--- config.mk ---
export PLATFORM = sky130hd
export DESIGN_NAME = hilo_sched
export DESIGN_NICKNAME = d
export VERILOG_FILES = /design/src/rtl/hilo_sched.sv
export SDC_FILE = /design/constraint.sdc
export NUM_CORES = 1
export LEC_CHECK = 0
export BUFFER_PORTS_ARGS = -buffer_cell sky130_fd_sc_hd__clkbuf_2
export CORE_MARGIN = 5
export CORE_UTILIZATION = 44
export DETAILED_ROUTE_END_ITERATION = 7
export PLACE_DENSITY_LB_ADDON = 0.15
export SLEW_MARGIN = 20
export SYNTH_ARGS = -nofsm -noshare
export SYNTH_HDL_FRONTEND = slang
export SYNTH_SLANG_ARGS = --single-unit
--- constraint.sdc ---
create_clock -name clock -period 1.8 [get_ports clock]
set_clock_uncertainty 0.15 [all_clocks]
set_input_delay 0.27 -clock clock [delete_from_list [all_inputs] [get_ports clock]]
set_output_delay 0.27 -clock clock [all_outputs]
set_load 0.02 [all_outputs]
--- src/rtl/hilo_sched.sv ---
// Issue controller for the multi-cycle HI/LO multiply/divide unit: starts the unit,
// counts its fixed latency, strobes the HI/LO write and stalls HI/LO requests meanwhile.
module hilo_sched #(
  parameter int unsigned DELAY  = 2,
  parameter int unsigned FUNC_W = 6
) (
  input  logic              clock,
  input  logic              reset_n,
  input  logic              req_valid,
  input  logic [FUNC_W-1:0] req_func,
  output logic              req_ready,
  output logic              stall,
  input  logic              flush,
  output logic              unit_start,
  output logic [FUNC_W-1:0] unit_func,
  output logic              unit_abort,
  output logic              hilo_we,
  output logic              hi_we,
  output logic              lo_we,
  output logic              rd_hi,
  output logic              busy
);

  // Alu_Func codes for the HI/LO class (MIPS SPECIAL funct field values).
  localparam logic [FUNC_W-1:0] F_MFHI = FUNC_W'(6'h10);
  localparam logic [FUNC_W-1:0] F_MTHI = FUNC_W'(6'h11);
  localparam logic [FUNC_W-1:0] F_MFLO = FUNC_W'(6'h12);
  localparam logic [FUNC_W-1:0] F_MTLO = FUNC_W'(6'h13);
  localparam logic [FUNC_W-1:0] F_MUL  = FUNC_W'(6'h18);
  localparam logic [FUNC_W-1:0] F_MULU = FUNC_W'(6'h19);
  localparam logic [FUNC_W-1:0] F_DIV  = FUNC_W'(6'h1A);
  localparam logic [FUNC_W-1:0] F_DIVU = FUNC_W'(6'h1B);

  localparam logic [3:0] CNT_LOAD = 4'(DELAY - 1);

  typedef enum logic {IDLE = 1'b0, RUN = 1'b1} state_t;

  state_t            r_state, w_next_state;
  logic [3:0]        r_cnt, w_next_cnt;
  logic [FUNC_W-1:0] r_unit_func;
  logic              r_rd_hi;

  logic w_take;
  logic w_is_md;
  logic w_is_mf;

  assign w_is_md = (req_func == F_MUL) || (req_func == F_MULU) ||
                   (req_func == F_DIV) || (req_func == F_DIVU);
  assign w_is_mf = (req_func == F_MFHI) || (req_func == F_MFLO);

  // NOTE: sequential state uses non-blocking assignments so every register samples pre-edge values.
  always_ff @(posedge clock or negedge reset_n) begin
    if (!reset_n) begin
      r_state     <= IDLE;
      r_cnt       <= 4'd0;
      r_unit_func <= '0;
      r_rd_hi     <= 1'b0;
    end else begin
      r_state <= w_next_state;
      r_cnt   <= w_next_cnt;
      if (w_take && w_is_md) r_unit_func <= req_func;
      if (w_take && w_is_mf) r_rd_hi     <= (req_func == F_MFHI);
    end
  end

  // NOTE: every always_comb target gets a default first, so no path can infer a latch.
  always_comb begin
    w_next_state = r_state;
    w_next_cnt   = r_cnt;
    case (r_state)
      IDLE: begin
        if (w_take && w_is_md) begin
          w_next_state = RUN;
          w_next_cnt   = CNT_LOAD;
        end
      end
      RUN: begin
        if (flush || (r_cnt == 4'd0)) begin
          w_next_state = IDLE;
          w_next_cnt   = 4'd0;
        end else begin
          w_next_cnt = r_cnt - 4'd1;
        end
      end
      default: begin
        w_next_state = IDLE;
        w_next_cnt   = 4'd0;
      end
    endcase
  end

  // Strobes are additionally gated by reset_n so nothing fires while reset is held.
  always_comb begin
    req_ready  = (r_state == IDLE) && req_valid && !flush;
    w_take     = req_ready && reset_n;
    stall      = req_valid && !req_ready;
    busy       = (r_state == RUN);
    unit_start = w_take && w_is_md;
    hi_we      = w_take && (req_func == F_MTHI);
    lo_we      = w_take && (req_func == F_MTLO);
    hilo_we    = (r_state == RUN) && (r_cnt == 4'd0) && !flush;
    unit_abort = (r_state == RUN) && flush;
    rd_hi      = (w_take && w_is_mf) ? (req_func == F_MFHI) : r_rd_hi;
    unit_func  = r_unit_func;
  end

endmodule

# Yosys cells after proc, flatten, opt, wreduce, memory -nomap -nowiden
# Cells that the tools add are included.
# totals
register_bits	12
wordCells	41
output_inout_bits	15
# classes
n_mux	7
add_sub_neg	1
n_eq_ne	9
bitwise_logic	1
reduce_logical	19
# op_table
op	count
$eq 6x5->1 const B	8
$logic_and 1x1->1	11
$mux 4	2
$pmux 4 s2	1
$logic_or 1x1->1	5
$logic_not 4->1	1
$sub 4x1->4 const B	1
$mux 1	3
$logic_not 1->1	2
$ne 2x2->1 const B	1
$pmux 1 s2	1
$not 1->1	1

# Longest topological paths before layout
# depth
depth_word	7
depth_mapped	5

# Least setup slack after synthesis
# Ideal clock, no wire load.
# synth_timing
kind	register to output
startpoint	register r_state (netlist: busy)
endpoint	output port hi_we
path_slack_ns	-0.084
arrival_ns	1.464
t_required_ns	1.380
stages_incl_launch_ff	4
n_path_buf	0
cell_sequence	dfrtp_1 nor3b_4 nand4b_1 nor2_1
# synth_between
elab_chain_cells	5
# synth_lines
item	line	source
start, declared	38	state_t r_state, w_next_state;
start signal, assigned	59	r_state <= w_next_state;
$not 1->1	--	
$logic_and 1x1->1 (2 in series)	94	req_ready = (r_state == IDLE) && req_valid && !flush;
via req_ready	11	output logic req_ready,
$logic_and 1x1->1	95	w_take = req_ready && reset_n;
$logic_and 1x1->1	99	hi_we = w_take && (req_func == F_MTHI);
end, declared	18	output logic hi_we,
# The timed path passes the listed nets, and every way through them passes these cells.

# Worst setup path after layout
# layout_timing
startpoint	register r_state (netlist: busy)
endpoint	output port rd_hi
# layout_between
elab_chain_cells	6
# layout_lines
item	line	source
$not 1->1	--	
$logic_and 1x1->1 (2 in series)	94	
$logic_and 1x1->1	95	
$logic_and 1x1->1	103	rd_hi = (w_take && w_is_mf) ? (req_func == F_MFHI) : r_rd_hi;
$mux 1	--	
end, declared	20	output logic rd_hi,
# Every way passes these cells.

==> impl_results.md <==
* Setup slack after layout at -0.104 ns
* Final-report hold violation count at 0
* Max Slew Vio Count at 0
* PortBufs at 24
* Crit Reg-Reg Endpoint: unit_func[5]
* Synth-to-layout area growth at 60.5%
* Die W at approximately 47 um
* Tot GR Track Use at about 14%
* Hold depth at 2
* WL final at roughly 1.4 mm
* Crit path launch: busy
* Die area at ~2200 sq um
* Layout cell share with drive strength beyond 1 at about three fifths
* Initial antenna violation count at 0
* Total CTS buffers at 3
* ANT nets after route at 0
* First-pass GRT wire length at roughly 2.2 mm
* PD cells at between 600 and 700 nW/um^2
* R2R setup slack at approximately 0.10 ns
* Fin crit share at 106%
* Layout Nets at approximately 110
* Total negative slack at -0.244 ns
* Failing checks: negative setup slack
* Pre-antenna DRT Iters at 1
* Final setup fails at 5
* Syn_nets at 63
* Clk sinks at 12
* Fin crit period at between 1.5 and 2 ns
* ANT cells at 0
* Row cnt at 13
* GR peak layer: met2
* Hpwl dp at roughly 960 um
* Worst setup SP type: register
* Clk buf depth at 2
* H-tree levels at 1
* Worst slew pin tran at 0.251 ns
* Leak at roughly 0.5 nW
* Drt via density at approximately 5
* Avg WL per Cell at approximately 13 um
* Worst r2r path cells at 7
* Remaining DRCs at 0
* Fin util at approximately three quarters
* Fmax at roughly 530 MHz
* Reg-to-Reg Start: busy
* Slew Limit Headroom at just over 80%
* Met1 Usage GRT at between 10% and 20%
* CTS root buf: clkbuf_4
* Initial Utilization at 46.0%
* Commonest non-fill, non-tap cell in the layout: clkbuf_2
* Largest net degree at the start of global routing at 13
* Vias in the first global route at 491
* Mean Syn Cell Area at between 10 and 15 sq um
* CP endpoint: rd_hi
* Worst vdd ir at 0.522 mV
* Kind of critical path: reg -> out
* TritonCTS clock tree: done
* Grt total ovfl at 0
* Core area at 1300 sq um
* Data arrival, critical path at approximately 1.5 ns
* Status: complete, but fails checks
* Die Ht at 46.9 um
* Crit Path Max Fanout at 3
* Syn Inst Count at 51
* Initial DRC Count at 0
* Met3 usage at 3.83%
* WP data required at between 1 and 1.5 ns
* Worst slack at placement at around 0.054 ns
* Synth warnings at 0
* Hold Path Class: in -> reg
* Worst skew pair latency at approximately 0.27 ns
* Synth unique cells at 25
* Seq/Total Area, Yosys at around half
* Design area at roughly 960 sq um
* Max Cap Viol at 0
* Dpl cell area at roughly 770 sq um
* Reg clk slew, reported paths at 0.07 ns
* Post-Syn Area at between 500 and 600 sq um
* Met2 Use GR at 22.2%
* Routability Congestion at roughly 0.74
* Routed vias at around 540
* I/O Pins at 25
* Unrepaired setup endpoints after global routing: true
* Setup crit end kind: output port
* Synth Register Bits at 12
* Most frequent cells in the layout: 17 x clkbuf_2, 15 x buf_4, 11 x dfrtp_1
-- stage by stage --
stage	instances	power, W	hold slack (ns)
final	109	0.000667	0.126
after global routing	109	0.000712	0.136
after CTS	99	0.000641	0.111
after detailed placement	93	0.000452	0.0806
after global placement	93	0.000447	0.0817
after floorplan	51	0.000396	-0.176
-- power by group --
group	switching, W	total (W)	internal [W]
clock network	0.0000845	0.000170	0.0000858
logic	0.0000873	0.000185	0.0000981
registers	0.0000178	0.000312	0.000294
-- cells in the mapped netlist --
cell | number | area share (%)
dfrtp_1 | 12 | 50
nor2_1 | 3 | 1.9
or4_1 | 1 | 1.3
nor3b_1 | 2 | 2.5
nor3b_4 | 1 | 3.1
inv_1 | 4 | 2.5
and2_1 | 3 | 3.1
nand2b_1 | 3 | 3.1
a21o_1 | 1 | 1.3
a211o_1 | 1 | 1.5
nand3_1 | 1 | 0.84
a211oi_1 | 1 | 1.3
nor2b_1 | 2 | 2.1
or2_2 | 1 | 1.0
and4bb_2 | 1 | 2.1
a31oi_1 | 2 | 2.1
nor4b_1 | 1 | 1.5
o22ai_1 | 1 | 1.0
ha_1 | 2 | 4.2
nand4b_1 | 1 | 1.5
nand2_1 | 1 | 0.63
nand3_4 | 1 | 2.9
o2bb2ai_1 | 1 | 1.5
o31ai_1 | 1 | 1.3
mux2_2 | 3 | 5.6
-- flip-flops by register name (all words and copies together), names as in the netlist --
name,flops
busy,1
unit_func,6
r_cnt,4
r_rd_hi,1
-- layer usage --
metal | part of all wire (%) | wire length (um)
met5 | 0 | 0
met4 | 0.97 | 14
met3 | 5.5 | 80
met2 | 52 | 749
met1 | 42 | 602
-- cell families after synthesis --
logic type | after synthesis | synth area share (%)
DFF | 12 | 50.2
and+or+nand+nor | 22 | 27.6
muxes | 3 | 5.65
buffers and inverters | 4 | 2.51
AOI/OAI and AO/OA | 8 | 9.83
adders and majority gates | 2 | 4.18
-- final cells by class --
cell class	count	area, sq um
Sequential cell	12	302
Multi-Input combinational cell	35	318
Inverter	4	15.0
Fill cell	93	342
Tap cell	15	18.8
Clock buffer	4	26.3
Timing Repair Buffer	39	280
-- how the worst min path moves through the flow --
stage | from | end | slack, ns
2_1_floorplan | reset_n | busy | -0.18
3_3_place_gp | reset_n | r_rd_hi | 0.08
3_5_place_dp | reset_n | r_rd_hi | 0.08
4_1_cts | req_func[0] | unit_func[0] | 0.11
5_1_grt | req_func[0] | unit_func[0] | 0.14
6_report | req_func[0] | unit_func[0] | 0.13
-- what timing repair did --
item,4_1_cts,5_1_grt
setup endpoints to repair,5,6
hold buffers,1,0
gates resized for setup,8,17
pin swaps,0,2
setup buffers,1,10
endpoints found under the hold margin,12,0
-- critical path, cell delays in order (launching register included) --
cell     delay, ns
dfrtp_2       0.42
nor3b_4       0.22
nand3_1       0.11
mux2_2        0.29
buf_4         0.16
(Power assumes the default switching activity.)
